**src/rtl/lvds_tx_framer.sv**
```systemverilog
`timescale 1ns / 1ps
`default_nettype none
// ============================================================================
// Module      : lvds_tx_framer
// Description : Transmit-side link layer for the LVDS SerDes. Buffers payload
//               words in a FIFO, sequences lock-wait / training / align-ack /
//               sync, then serialises words MSB-beat-first onto tx_in, with
//               idle-word fill and periodic re-sync beats.
// Revision    : 1.0 - initial release
// ============================================================================
module lvds_tx_framer #(
  parameter int                 BEAT_W        = 8,
  parameter int                 WORD_W        = 32,
  parameter int                 FIFO_DEPTH    = 8,
  parameter int                 CNT_W         = 3,
  parameter logic [BEAT_W-1:0]  TRAIN_PAT     = BEAT_W'(8'h6A),
  parameter logic [BEAT_W-1:0]  ACK_PAT       = BEAT_W'(8'hA5),
  parameter logic [BEAT_W-1:0]  SYNC_PAT      = BEAT_W'(8'h77),
  parameter logic [WORD_W-1:0]  IDLE_WORD     = WORD_W'(32'h5252_5252),
  parameter int                 SYNC_INTERVAL = 64
) (
  input  logic              tx_inclock,
  input  logic              pll_areset,
  input  logic              tx_locked,
  input  logic              tx_align_done,
  input  logic [WORD_W-1:0] s_data,
  input  logic              s_valid,
  output logic              s_ready,
  output logic [BEAT_W-1:0] tx_in,
  output logic              link_up,
  output logic [CNT_W:0]    fifo_count,
  output logic              word_sent,
  output logic              sync_sent
);

  // Beats per word and counter widths derived from the parameters.
  localparam int                 c_BEATS     = WORD_W / BEAT_W;
  localparam int                 c_BCNT_W    = (c_BEATS > 1) ? $clog2(c_BEATS) : 1;
  localparam int                 c_WCNT_W    = (SYNC_INTERVAL > 1) ? $clog2(SYNC_INTERVAL + 1) : 1;
  localparam logic [c_BCNT_W-1:0] c_LAST_BEAT = c_BCNT_W'(c_BEATS - 1);
  localparam logic [c_WCNT_W-1:0] c_SYNC_CNT  = c_WCNT_W'(SYNC_INTERVAL);
  localparam logic [CNT_W:0]     c_FULL      = FIFO_DEPTH[CNT_W:0];
  localparam bit                 c_RESYNC_EN = (SYNC_INTERVAL != 0);

  typedef enum logic [2:0] {
    ST_LOCK_WAIT = 3'd0,
    ST_TRAIN     = 3'd1,
    ST_ACK       = 3'd2,
    ST_SYNC      = 3'd3,
    ST_DATA      = 3'd4
  } state_t;

  // --------------------------------------------------------------------------
  // FIFO storage and bookkeeping
  // --------------------------------------------------------------------------
  logic [WORD_W-1:0] r_mem [FIFO_DEPTH];
  logic [CNT_W-1:0]  r_wr_ptr;
  logic [CNT_W-1:0]  r_rd_ptr;
  logic [CNT_W:0]    r_count;
  logic              w_full;
  logic              w_empty;
  logic              w_enq;
  logic              w_deq;

  assign w_full     = (r_count == c_FULL);
  assign w_empty    = (r_count == '0);
  // Nothing is accepted while the PLL is unlocked, so a flush never races an enqueue.
  assign s_ready    = tx_locked & ~w_full;
  assign w_enq      = s_valid & s_ready;
  assign fifo_count = r_count;

  // Payload storage; contents need no reset because occupancy is tracked separately.
  always_ff @(posedge tx_inclock) begin
    if (w_enq) begin
      r_mem[r_wr_ptr] <= s_data;
    end
  end

  // Pointer and occupancy tracking; lock loss flushes everything queued.
  always_ff @(posedge tx_inclock or posedge pll_areset) begin
    if (pll_areset) begin
      r_wr_ptr <= '0;
      r_rd_ptr <= '0;
      r_count  <= '0;
    end else if (!tx_locked) begin
      r_wr_ptr <= '0;
      r_rd_ptr <= '0;
      r_count  <= '0;
    end else begin
      if (w_enq) begin
        r_wr_ptr <= r_wr_ptr + 1'b1;
      end
      if (w_deq) begin
        r_rd_ptr <= r_rd_ptr + 1'b1;
      end
      case ({w_enq, w_deq})
        2'b10:   r_count <= r_count + 1'b1;
        2'b01:   r_count <= r_count - 1'b1;
        default: r_count <= r_count;
      endcase
    end
  end

  // --------------------------------------------------------------------------
  // Link sequencing and serialisation
  // --------------------------------------------------------------------------
  state_t              r_state;
  state_t              w_state_nxt;
  logic [BEAT_W-1:0]   r_tx_in;
  logic [BEAT_W-1:0]   w_tx_nxt;
  logic                r_link_up;
  logic                w_link_nxt;
  logic                r_word_sent;
  logic                w_word_sent_nxt;
  logic                r_sync_sent;
  logic                w_sync_sent_nxt;
  logic [c_BCNT_W-1:0] r_beat;
  logic [c_BCNT_W-1:0] w_beat_nxt;
  logic [WORD_W-1:0]   r_shift;
  logic [WORD_W-1:0]   w_shift_nxt;
  logic [c_WCNT_W-1:0] r_wcnt;
  logic [c_WCNT_W-1:0] w_wcnt_nxt;
  logic [WORD_W-1:0]   w_word;
  logic                w_resync_due;

  assign w_resync_due = c_RESYNC_EN && (r_wcnt == c_SYNC_CNT);

  assign tx_in     = r_tx_in;
  assign link_up   = r_link_up;
  assign word_sent = r_word_sent;
  assign sync_sent = r_sync_sent;

  // Next state and next registered outputs. r_beat is the index of the beat
  // to drive on the coming edge; zero means a word boundary.
  always_comb begin
    w_state_nxt     = r_state;
    w_tx_nxt        = '0;
    w_word_sent_nxt = 1'b0;
    w_sync_sent_nxt = 1'b0;
    w_beat_nxt      = r_beat;
    w_shift_nxt     = r_shift;
    w_wcnt_nxt      = r_wcnt;
    w_word          = IDLE_WORD;
    w_deq           = 1'b0;

    if (!tx_locked) begin
      // Lock loss abandons any word in flight and restarts the bring-up sequence.
      w_state_nxt = ST_LOCK_WAIT;
      w_beat_nxt  = '0;
      w_shift_nxt = '0;
      w_wcnt_nxt  = '0;
    end else begin
      case (r_state)
        ST_LOCK_WAIT: begin
          w_state_nxt = ST_TRAIN;
          w_tx_nxt    = TRAIN_PAT;
        end
        ST_TRAIN: begin
          if (tx_align_done) begin
            w_state_nxt = ST_ACK;
            w_tx_nxt    = ACK_PAT;
          end else begin
            w_tx_nxt    = TRAIN_PAT;
          end
        end
        ST_ACK: begin
          w_state_nxt     = ST_SYNC;
          w_tx_nxt        = SYNC_PAT;
          w_sync_sent_nxt = 1'b1;
          w_wcnt_nxt      = '0;
          w_beat_nxt      = '0;
        end
        ST_SYNC, ST_DATA: begin
          w_state_nxt = ST_DATA;
          if (r_beat != '0) begin
            // Mid-word: shift out the next most-significant beat.
            w_tx_nxt    = r_shift[WORD_W-1 -: BEAT_W];
            w_shift_nxt = r_shift << BEAT_W;
            w_beat_nxt  = (r_beat == c_LAST_BEAT) ? '0 : r_beat + 1'b1;
          end else if (w_resync_due) begin
            // A re-sync beat takes the place of a word start.
            w_tx_nxt        = SYNC_PAT;
            w_sync_sent_nxt = 1'b1;
            w_wcnt_nxt      = '0;
          end else begin
            // Boundary: start the FIFO head, or idle fill when nothing is queued.
            w_word          = w_empty ? IDLE_WORD : r_mem[r_rd_ptr];
            w_deq           = ~w_empty;
            w_word_sent_nxt = ~w_empty;
            w_tx_nxt        = w_word[WORD_W-1 -: BEAT_W];
            w_shift_nxt     = w_word << BEAT_W;
            w_beat_nxt      = c_BCNT_W'(1);
            if (c_RESYNC_EN) begin
              w_wcnt_nxt = r_wcnt + 1'b1;
            end
          end
        end
        default: begin
          w_state_nxt = ST_LOCK_WAIT;
        end
      endcase
    end

    w_link_nxt = (w_state_nxt == ST_DATA);
  end

  // State and output registers.
  always_ff @(posedge tx_inclock or posedge pll_areset) begin
    if (pll_areset) begin
      r_state     <= ST_LOCK_WAIT;
      r_tx_in     <= '0;
      r_link_up   <= 1'b0;
      r_word_sent <= 1'b0;
      r_sync_sent <= 1'b0;
      r_beat      <= '0;
      r_shift     <= '0;
      r_wcnt      <= '0;
    end else begin
      r_state     <= w_state_nxt;
      r_tx_in     <= w_tx_nxt;
      r_link_up   <= w_link_nxt;
      r_word_sent <= w_word_sent_nxt;
      r_sync_sent <= w_sync_sent_nxt;
      r_beat      <= w_beat_nxt;
      r_shift     <= w_shift_nxt;
      r_wcnt      <= w_wcnt_nxt;
    end
  end

endmodule
`default_nettype wire

```
**config.mk**
```make
export PLATFORM = sky130hd
export DESIGN_NAME = lvds_tx_framer
export DESIGN_NICKNAME = d
export VERILOG_FILES = /design/src/rtl/lvds_tx_framer.sv
export SDC_FILE = /design/constraint.sdc
export NUM_CORES = 1
export LEC_CHECK = 0
export BUFFER_PORTS_ARGS = -buffer_cell sky130_fd_sc_hd__buf_2
export CELL_PAD_IN_SITES_DETAIL_PLACEMENT = 0
export CELL_PAD_IN_SITES_GLOBAL_PLACEMENT = 2
export CORE_MARGIN = 4
export CORE_UTILIZATION = 51
export DETAILED_ROUTE_END_ITERATION = 8
export PLACE_DENSITY_LB_ADDON = 0.1
export SLEW_MARGIN = 0
export SYNTH_ARGS = -nofsm -noshare
export SYNTH_HDL_FRONTEND = slang
export SYNTH_SLANG_ARGS = --single-unit
```
**constraint.sdc**
```tcl
create_clock -name tx_inclock -period 7.66 [get_ports tx_inclock]
set_input_delay 1.532 -clock tx_inclock [delete_from_list [all_inputs] [get_ports tx_inclock]]
set_output_delay 1.532 -clock tx_inclock [all_outputs]
set_load 0.01 [all_outputs]
```
Word level (Yosys, flattened, before mapping) --
Memory sizes are Yosys's and may differ from the RTL's. Cells that the tools add are included.
Storage, ports and cells: output and inout port bits 16, word-level logic and storage cells 85, register bits after elaboration 65, RAM bits 256, memories 1, input port bits 37
Memory list:
- r_mem | depth 8, bits a word 32, rd ports 1, clocked after Yosys merged registers in 0, write ports 1, line 56 | logic [WORD_W-1:0] r_mem [FIFO_DEPTH];
Cells by class: equality and inequality tests 18, mux-type cells 38, reductions and logical operators 7, add/subtract/negate cells 6, bitwise operators 4
Operators with widths (number):
- 2-to-1 mux 32 bit | 5
- 2-to-1 mux 8 bit | 4
- one-hot mux 8 bit (4 select lines) | 1
- 2-to-1 mux 7 bit | 3
- 2-to-1 mux 3 bit | 6
- one-hot mux 7 bit (2 select lines) | 1
- one-hot mux 3 bit (4 select lines) | 1
- 2-to-1 mux 1 bit | 9
- 2-to-1 mux 2 bit | 4
- one-hot mux 4 bit (2 select lines) | 1
- adder 7 x 1 -> 7 bit (second input constant) | 1
- equality test 7 bit (second input constant) | 1
- adder 3 x 1 -> 3 bit (second input constant) | 2
- equality test 3 x 2 -> 1 bit (second input constant) | 2
- equality test 3 bit (second input constant) | 2
- != test 2 x 1 -> 1 bit (second input constant) | 3
- != test 3 x 1 -> 1 bit (second input constant) | 2
- AND reduction 2 bit | 3
- adder 4 x 1 -> 4 bit (second input constant) | 1
- equality test 2 bit (second input constant) | 2
- equality test 4 bit (second input constant) | 1
- zero test 4 bit | 1
- 2-to-1 mux 4 bit | 1
- != test 4 bit (second input constant) | 1
- other kinds (13) | 15

Longest topological paths before layout --
Gate-level depths: netlist of the first run.
depth after elaboration 9, depth in mapped cells 16, mapped depth without buffers 12

Least setup slack after synthesis of the first run --
OpenSTA, ideal clock, no wires.
path kind input-to-reg, start input tx_locked, end memory r_mem[5][0], enable pin, arrival time 4.988 ns, data required time 7.192 ns, path slack 2.205 ns, path buffers 2, cell stages on the path 6, library setup time 0.468 ns, cell sequence clkbuf_1 > nand2_1 > a21oi_1 > clkbuf_1 > nand2_1 > nor3b_1
On the way: word-level cells in the longest chain between the ends 4
Ends and longest elaborated chain:
- start: declaration | line 24 | input logic tx_locked,
- bitwise AND 1 bit | line 68 | assign s_ready = tx_locked & ~w_full;
- bitwise AND 1 bit | line 69 | assign w_enq = s_valid & s_ready;
- 2-to-1 mux 1 bit | line 74 | if (w_enq) begin
- 2-to-1 mux 1 bit (not written as such) | line 75 | r_mem[r_wr_ptr] <= s_data;
- end: declaration | line 56
No other way between the ends.

Worst setup path after layout of the first run --
start input tx_locked, end output s_ready
On the way: word-level cells in the longest chain between the ends 1
Ends and longest elaborated chain:
- bitwise AND 1 bit | line 68
- end: declaration | line 28 | output logic s_ready,
No other way between the ends.

==> reports/metrics.cfg, run 1 <==
[clock_network]
cts_tree=done
cts_setup_buffers=0
insertion_delay_ps=500
clk_pin_slew_ps=60
h-tree-depth=2
root_buffer=clkbuf_16
cts_buffers=34
cts_resized=0
cts.sinks=313
cts_buffer_depth=3
postCtsHoldBufs=0

[setup_path]
slowest_stage=buf_2
crit_path_max_incr_delay_ps=340
cp_num_buf_inv=3
worstSetupStartpoint=tx_locked
critPathKind=in2out
r2r_setup_slack_ps=3860
reg2reg_from=r_beat[0]$_DFFE_PP0P_
r2r-end=fifo_count[3]$_DFFE_PP0P_
crit_chain=buf_2, inv_1, a21oi_1, buf_2
crit_top_cell=buf_2
critical_path_required_ps=6130
end_kind=output port
critPathTopFamily=buffers and inverters
cp.arrival_ps=2520
reg2regPathDepth=12
worstPathMaxFanout=20
cp-start-kind=input pin

[drt]
vias=6155
routed_wirelength_mm=25.1
drc=0
ant_nets=0
via_per_inst=5.76
avgRoutedWirePerCell_um=23.5
firstDrtPassIters=5
drt_iter0_markers=394

[hold_path]
hp-start=r_shift[22]$_DFFE_PP0P_
hold_depth=1
min_to=r_shift[22]$_DFFE_PP0P_
hp-class=reg2reg

[logic_synthesis]
ys.flop_type=edfxtp_1
synth_area_leaders=edfxtp_1 62%, mux4_2 12%, dfrtp_1 11%
yosysWarnings=0
ys_seq_area_share_pct=73.2
netlist_instances=657
synth_edf_count=256
netlist_area_um2=12400
avgSynthCellArea_um2=18.9
syn_nets=703
yosys.area.top_type_share_pct=61.8
yosysMostFrequentCell=edfxtp_1
ys_ff_latch=313
netlist_top_cells_count=256 x edfxtp_1, 64 x mux4_2, 57 x dfrtp_1
synth.largest_area_cell=edfxtp_1
synth_cell_types=55
async_flop_share_pct=18.2

[timing]
fin_crit_sh_pct=52.8
worst_slew_margin_rel_pct=23.8
rsz0062_at_grt=no
setup_slack_ps=3610
worstMarginPinSlew_ps=1140
worst_hold_slack_ps=485
final_max_slew_viol_count=0
finalCriticalPeriod_ps=4050
setup_tns_ps=0
skew_ps=13.3
hold_violations=0
setup_viol=0
max_freq_mhz=247

[place]
gp_congestion=0.826
io_buffers=52
dp.final_hpwl_mm=14.7
pre_cts_slack_ps=3480

[power_and_ir_drop]
leakagePower_nw=4.88
p_per_area_nw_per_um2=259
peakVddDrop_uv=185

[global_route]
grt_max_degree=67
grt_usage_pct=19.4
grt_pass1_wl_mm=39.2
antenna_found_initial=0
first_global_vias=6597
overflow=0

[floorplanning]
die_x_um=164
fp.coreArea_um2=23800
ioPinCount=53
placement_rows=56
initial_core_util_pct=52.4
die_y_um=164
dieArea_um2=27000

[finish]
diodes=0
final_nets=771
post-route-util_pct=59.8
synthToLayoutAreaGrowth_pct=14.2
drive_above_1_share_pct=27.3

[flow_run]
maxCapViolCount=0

[run_status]
status=finished, final reports clean

-- flip-flops by register name (all words and copies together), names as in the netlist, 3 cells and up --
register	count
tx_in	8
fifo_count	4
r_wcnt	7
r_rd_ptr	3
r_state	3
r_mem	256
r_wr_ptr	3
r_shift	24
-- power breakdown --
group	switching [mW]	internal, mW	total, mW
clock network	0.628	1.01	1.64
logic	0.0993	0.0563	0.156
registers	0.0188	1.88	1.90
total	0.746	2.94	3.69
-- cell usage in the layout, fill, tap and decap left out, types with 3 or more instances in the layout --
cell type,synthesis,final
edfxtp_1,256,256
mux4_2,64,64
dfrtp_1,57,54
buf_2,13,52
clkbuf_16,0,35
nor2_1,32,30
nand2_1,26,26
mux2i_1,24,24
o21ai_0,19,19
buf_4,2,13
a221o_1,12,12
o2bb2ai_1,11,11
inv_1,11,10
nor2b_1,9,9
a21oi_1,8,8
ha_1,8,8
xnor2_1,7,7
clkbuf_1,14,7
a211oi_1,6,6
clkinv_2,0,6
nand2b_1,5,5
o211ai_1,5,5
xor2_1,5,5
clkinv_1,0,5
bufinv_16,0,5
nor3_1,6,4
and3_1,4,4
nand3_1,4,4
mux2_2,4,4
nor3b_2,0,4
nor3b_1,7,3
a22o_1,3,3
o22ai_1,3,3
a32o_1,3,3
-- cells by family (layout without fill, tap and decap cells) --
family / after synthesis / in the layout / synth area share [%]
flip-flops: 313 / 313 / 73.2
AND/OR/NAND/NOR: 103 / 103 / 4.19
multiplexers: 92 / 92 / 13.9
adder cells (fa/ha/maj): 9 / 9 / 0.965
buffers and inverters: 45 / 138 / 1.73
AO/OA/AOI/OAI: 83 / 83 / 5.16
XOR/XNOR: 12 / 12 / 0.845
-- area by class of cell --
cell class / count / area (um^2)
Timing Repair Buffer: 65 / 358
Clock buffer: 42 / 902
Tap cell: 319 / 399
Fill cell: 1768 / 9540
Inverter: 12 / 45.0
Multi-Input combinational cell: 299 / 3160
Clock inverter: 19 / 224
Sequential cell: 313 / 9120
-- routing by layer --
layer	global-route usage, %	share of wire [%]
met5	0	0
met4	5.22	2.1
met3	3.29	4.5
met2	32.8	51
met1	26.5	43
-- worst max-delay path by stage --
stage                           endpoint  slack (ps)  cells past startpoint
2_1_floorplan      r_mem[5][0]$_DFFE_PP_        2200                      6
3_3_place_gp      r_mem[4][25]$_DFFE_PP_        3570                      7
3_5_place_dp       r_mem[4][1]$_DFFE_PP_        3480                      7
4_1_cts                          s_ready        3620                      4
5_1_grt        fifo_count[3]$_DFFE_PP0P_        3520                     12
6_report                         s_ready        3610                      4
-- through the flow --
step	area (um^2)	total power, mW	cells
final	14200	3.69	1069
after global routing	14200	3.83	1069
after CTS	14200	3.73	1069
after detailed placement	13100	2.09	1008
after global placement	13100	2.08	1008
after floorplan	12400	2.02	657
Power figures use the tool's default switching activity.
==> inputs of run 2 (changes only) <==
- CORE_UTILIZATION: 51 -> 47
- clock period: 7.66 -> 3.8 ns (I/O delays scaled with it)
==> run 2 against run 1 <==
Cell count increased by 2.4%. Count of clock-buffer cells in the layout decreased by 5. Non-clock buffer count increased by 12. Worst hold slack got worse by 110 ps. Clock skew increased by 2.8 ps. Sequential power increased by 100%. Highest routed layer unchanged. Global-route usage decreased by 1.4 points. Wire length increased by 2.2%.
==> reports/metrics.cfg, run 2 (synthesis results as in run 1) <==
[run_status]
status=finished, final reports clean  ; unchanged

[timing]
worst_hold_slack_ps=373  ; was 485 ps
setup_slack_ps=539  ; was 3610 ps
max_freq_mhz=307
worst_slew_margin_rel_pct=42.3  ; was 23.8%
setup_tns_ps=0  ; unchanged
worstMarginPinSlew_ps=866  ; was 1140 ps
finalCriticalPeriod_ps=3260
hold_violations=0  ; unchanged
fin_crit_sh_pct=85.8
final_max_slew_viol_count=0  ; unchanged
rsz0062_at_grt=no  ; unchanged
skew_ps=16.1  ; was 13.3 ps
setup_viol=0  ; unchanged

[place]
placed_area_um2=13200  ; was 13100 um^2
dp.final_hpwl_mm=15.7  ; was 14.7 mm
pre_cts_slack_ps=541  ; was 3480 ps
gp_congestion=0.807  ; was 0.826
io_buffers=52  ; unchanged
place_inst=1036  ; was 1008

[drt]
ant_nets=0  ; unchanged
drc=0  ; unchanged
routed_wirelength_mm=25.7  ; was 25.1 mm
vias=6230  ; was 6155
firstDrtPassIters=6  ; was 5
via_per_inst=5.69  ; was 5.76
drt_iter0_markers=398  ; was 394
avgRoutedWirePerCell_um=23.4  ; was 23.5 um

[power_and_ir_drop]
finalPower_mw=7.21  ; was 3.69 mW
peakVddDrop_uv=359  ; was 185 uV
leakagePower_nw=4.90  ; was 4.88 nW
p_per_area_nw_per_um2=505  ; was 259 nW/um^2

[global_route]
grt_max_degree=49  ; was 67
grt_pass1_wl_mm=39.8  ; was 39.2 mm
grt_usage_pct=18.1  ; was 19.4%
antenna_found_initial=1  ; was 0
overflow=0  ; unchanged
first_global_vias=6587  ; was 6597

[clock_network]
h-tree-depth=1  ; was 2
cts_buffers=31  ; was 34
cts_tree=done  ; unchanged
insertion_delay_ps=560  ; was 500 ps
root_buffer=clkbuf_16  ; unchanged
cts_resized=0  ; unchanged
clk_pin_slew_ps=60  ; about the same
cts_buffer_depth=3  ; unchanged
postCtsHoldBufs=0  ; unchanged
cts.sinks=313  ; unchanged
cts_setup_buffers=0  ; unchanged

[setup_path]
cp-start-kind=register  ; was input pin
reg2reg_from=r_beat[0]$_DFFE_PP0P_  ; unchanged
worstPathMaxFanout=20  ; unchanged
worstSetupStartpoint=r_beat[0]$_DFFE_PP0P_  ; was tx_locked
reg2regPathDepth=13  ; was 12
end_kind=register  ; was output port
r2r_setup_slack_ps=540  ; was 3860 ps
critical_path_required_ps=4260  ; was 6130 ps
worstSetupEndpoint=fifo_count[3]$_DFFE_PP0P_  ; was s_ready
r2r-end=fifo_count[3]$_DFFE_PP0P_  ; unchanged
critPathKind=reg2reg  ; was in2out
cp.arrival_ps=3720  ; was 2520 ps

[hold_path]
hp-class=in2async  ; was reg2reg

[floorplanning]
placement_rows=59  ; was 56
dieArea_um2=29100  ; was 27000 um^2
die_x_um=171  ; was 164 um
die_y_um=171  ; was 164 um
ioPinCount=53  ; unchanged
initial_core_util_pct=47.8  ; was 52.4%
fp.coreArea_um2=26100  ; was 23800 um^2

[finish]
finalNonFillerCells=1095  ; was 1069
fin_area_um2=14300  ; was 14200 um^2
mostFrequentLayoutCell=edfxtp_1  ; unchanged
regMostFlops=r_mem  ; unchanged
final_nets=780  ; was 771
final_cell_mix=256 x edfxtp_1, 64 x mux4_2, 54 x dfrtp_1  ; unchanged
largest_reg_flops=256  ; unchanged
post-route-util_pct=54.7  ; was 59.8%
drive_above_1_share_pct=28.1  ; was 27.3%
synthToLayoutAreaGrowth_pct=14.6  ; was 14.2%

[flow_run]
maxCapViolCount=0  ; unchanged

==> run 2: layout make-up <==
class | instances | area (um^2)
Fill cell | 2060 | 11800
Sequential cell | 313 | 9120
Multi-Input combinational cell | 299 | 3160
Clock buffer | 37 | 798
Timing Repair Buffer | 77 | 485
Tap cell | 335 | 419
Clock inverter | 21 | 228
Inverter | 12 | 45.0
Antenna cell | 1 | 2.50
==> run 2: how the worst min path moves through the flow <==
| stage | start | endpoint | slack [ps] | depth (start not counted) |
|---|---|---|---|---|
| global placement | r_shift[22]$_DFFE_PP0P_ | r_shift[22]$_DFFE_PP0P_ | 470 | 1 |
| finish | pll_areset | fifo_count[1]$_DFFE_PP0P_ | 370 | 2 |
| CTS | pll_areset | r_shift[30]$_DFFE_PP0P_ | 390 | 2 |
| global route | pll_areset | fifo_count[1]$_DFFE_PP0P_ | 440 | 2 |
| floorplan | r_shift[17]$_DFFE_PP0P_ | r_shift[17]$_DFFE_PP0P_ | 450 | 1 |
| detailed placement | r_shift[17]$_DFFE_PP0P_ | r_shift[17]$_DFFE_PP0P_ | 470 | 1 |
==> run 2: where the power goes <==
group	internal, mW	total, mW	switching, mW
Combinational	0.122	0.325	0.203
Clock	1.83	3.06	1.23
Sequential	3.78	3.82	0.0384
==> run 2: critical path, stage by stage (launching register included) <==
cell and delay, ps:
dfrtp_1 380, inv_1 90, ha_1 220, o41ai_4 90, buf_4 180, o21ba_1 470
nand2_4 230, nor2_1 280, ha_1 280, a21o_1 180, a21oi_1 280, nor2b_1 70
mux2_2 260, o211ai_1 160
==> run 2: per-layer routing <==
layer  GRT usage [%]  wire [um]  vias to the layer above
li1                -          -                     2807
met1            24.9      11300                     3291
met2            31.0      13200                      106
met3            2.73        899                       26
met4            3.85        306                        0
met5               0          0                        -
==> inputs of run 3 (changes only) <==
- REMOVE_ABC_BUFFERS: unset -> 1
==> run 3 against run 2 <==
Worst hold slack gained 110 ps. Count of clock-buffer cells in the layout is 2 higher. Utilization rose by 0.44 points. Design area rose by 0.80%. Setup slack worse by 97 ps. Via count rose by 1.4%. Critical path type unchanged.
==> reports/metrics.cfg, run 3 (synthesis results as in run 1) <==
[run_status]
status=finished, final reports clean  ; unchanged

[global_route]
grt_max_degree=47  ; was 49
antenna_found_initial=0  ; was 1
first_global_vias=6690  ; was 6587
overflow=0  ; unchanged
grt_usage_pct=18.0  ; was 18.1%
grt_pass1_wl_mm=39.8  ; about the same

[finish]
regMostFlops=r_mem  ; unchanged
synthToLayoutAreaGrowth_pct=15.5  ; was 14.6%
final_cell_mix=256 x edfxtp_1, 64 x mux4_2, 54 x dfrtp_1  ; unchanged
largest_reg_flops=256  ; unchanged
diodes=0  ; was 1
fin_area_um2=14400  ; was 14300 um^2
final_nets=785  ; was 780
drive_above_1_share_pct=28.9  ; was 28.1%
mostFrequentLayoutCell=edfxtp_1  ; unchanged

[setup_path]
cp_num_buf_inv=2  ; unchanged
critical_path_required_ps=4210  ; was 4260 ps
worstPathMaxFanout=20  ; unchanged
slowest_stage=o21ba_1  ; unchanged
crit_top_cell=ha_1  ; unchanged
crit_path_max_incr_delay_ps=490  ; was 470 ps
cp-start-kind=register  ; unchanged
critPathTopFamily=compound AO/OA/AOI/OAI gates  ; unchanged
critPathKind=reg2reg  ; unchanged
cp.arrival_ps=3770  ; was 3720 ps
end_kind=register  ; unchanged
crit_chain=inv_1, ha_1, o41ai_4, buf_4, o21ba_1, nand2_4, nor2_1, ha_1, a21o_1, a21oi_1, nor2b_1, mux2_2, o211ai_1  ; unchanged

[clock_network]
cts_setup_buffers=0  ; unchanged
root_buffer=clkbuf_16  ; unchanged
clk_pin_slew_ps=60  ; about the same
cts.sinks=313  ; unchanged
insertion_delay_ps=520  ; was 560 ps
postCtsHoldBufs=0  ; unchanged
cts_tree=done  ; unchanged
cts_buffers=34  ; was 31
h-tree-depth=2  ; was 1
cts_buffer_depth=3  ; unchanged
cts_resized=0  ; unchanged

[power_and_ir_drop]
p_per_area_nw_per_um2=518  ; was 505 nW/um^2
peakVddDrop_uv=403  ; was 359 uV
leakagePower_nw=4.95  ; was 4.90 nW

[timing]
worst_slew_margin_rel_pct=33.7  ; was 42.3%
worst_hold_slack_ps=481  ; was 373 ps
finalCriticalPeriod_ps=3360  ; was 3260 ps
hold_violations=0  ; unchanged
setup_viol=0  ; unchanged
fin_crit_sh_pct=88.4  ; was 85.8%
rsz0062_at_grt=no  ; unchanged
worstMarginPinSlew_ps=994  ; was 866 ps
max_freq_mhz=298  ; was 307 MHz
final_max_slew_viol_count=0  ; unchanged
skew_ps=21.6  ; was 16.1 ps

[floorplanning]
ioPinCount=53  ; unchanged
die_x_um=171  ; unchanged
fp.coreArea_um2=26100  ; unchanged
initial_core_util_pct=47.8  ; unchanged
placement_rows=59  ; unchanged
dieArea_um2=29100  ; unchanged
die_y_um=171  ; unchanged

[place]
gp_congestion=0.830  ; was 0.807
io_buffers=52  ; unchanged
placed_area_um2=13200  ; about the same
dp.final_hpwl_mm=15.6  ; was 15.7 mm

[drt]
avgRoutedWirePerCell_um=23.1  ; was 23.4 um
ant_nets=0  ; unchanged
drc=0  ; unchanged
vias=6315  ; was 6230
via_per_inst=5.74  ; was 5.69
routed_wirelength_mm=25.4  ; was 25.7 mm
firstDrtPassIters=5  ; was 6
drt_iter0_markers=371  ; was 398

[flow_run]
maxCapViolCount=0  ; unchanged

[hold_path]
hp-class=in2async  ; unchanged

==> run 3: report_power, final <==
| part | internal [mW] | total [mW] | switching (mW) |
|---|---|---|---|
| sequential | 3.78 | 3.82 | 0.0361 |
| combinational | 0.122 | 0.330 | 0.208 |
| clock | 1.96 | 3.29 | 1.33 |
==> run 3: area by class of cell <==
type	instances	area [um^2]
fill	2011	11700
sequential	313	9120
clock buffer	39	880
inverter	12	45.0
multi-input combinational	299	3160
tap	335	419
clock inverter	23	260
timing repair buffer	79	488
==> run 3: worst paths after layout <==
path                                         startpoint                        end  slack (ps)  depth (start not counted)
worst max-delay path              r_beat[0]$_DFFE_PP0P_  fifo_count[3]$_DFFE_PP0P_         440                         13
worst min-delay path                         pll_areset      r_wcnt[1]$_DFFE_PP0P_         480                          2
worst max register to register    r_beat[0]$_DFFE_PP0P_  fifo_count[3]$_DFFE_PP0P_         440                         13
worst min register to register  r_shift[17]$_DFFE_PP0P_    r_shift[17]$_DFFE_PP0P_         490                          1
max in group asynchronous                    pll_areset     r_shift[9]$_DFFE_PP0P_        2560                          3
min in group tx_inclock         r_shift[17]$_DFFE_PP0P_    r_shift[17]$_DFFE_PP0P_         490                          1
==> run 3: worst reg2reg max path, delay by kind of cell, from the launching register on <==
| kind | cells | cell delay (ps) |
|---|---|---|
| compound gates | 5 | 1180 |
| simple gates | 3 | 640 |
| fa+ha+maj | 2 | 510 |
| flops | 1 | 380 |
| buf+inv | 2 | 280 |
| mux | 1 | 270 |
==> run 3: routing by layer <==
layer / up-vias / global-route usage (%) / routed length [um]
li1: 2816 / - / -
met1: 3324 / 25.3 / 11100
met2: 132 / 29.4 / 12500
met3: 43 / 2.91 / 1120
met4: 0 / 5.63 / 666
met5: - / 0 / 0
==> run 3: per-stage QoR <==
| step | total power, mW | setup TNS [ps] | cells | util [%] | worst slack (ps) |
|---|---|---|---|---|---|
| 2_1_floorplan | 4.06 | -116710 | 624 | - | -688 |
| 3_3_place_gp | 4.22 | 0 | 1038 | 50.8 | 591 |
| 3_5_place_dp | 4.23 | 0 | 1038 | 50.8 | 463 |
| 4_1_cts | 7.53 | 0 | 1100 | 55.2 | 417 |
| 5_1_grt | 7.73 | 0 | 1100 | 55.2 | 149 |
| 6_report | 7.44 | 0 | 1100 | 55.2 | 441 |
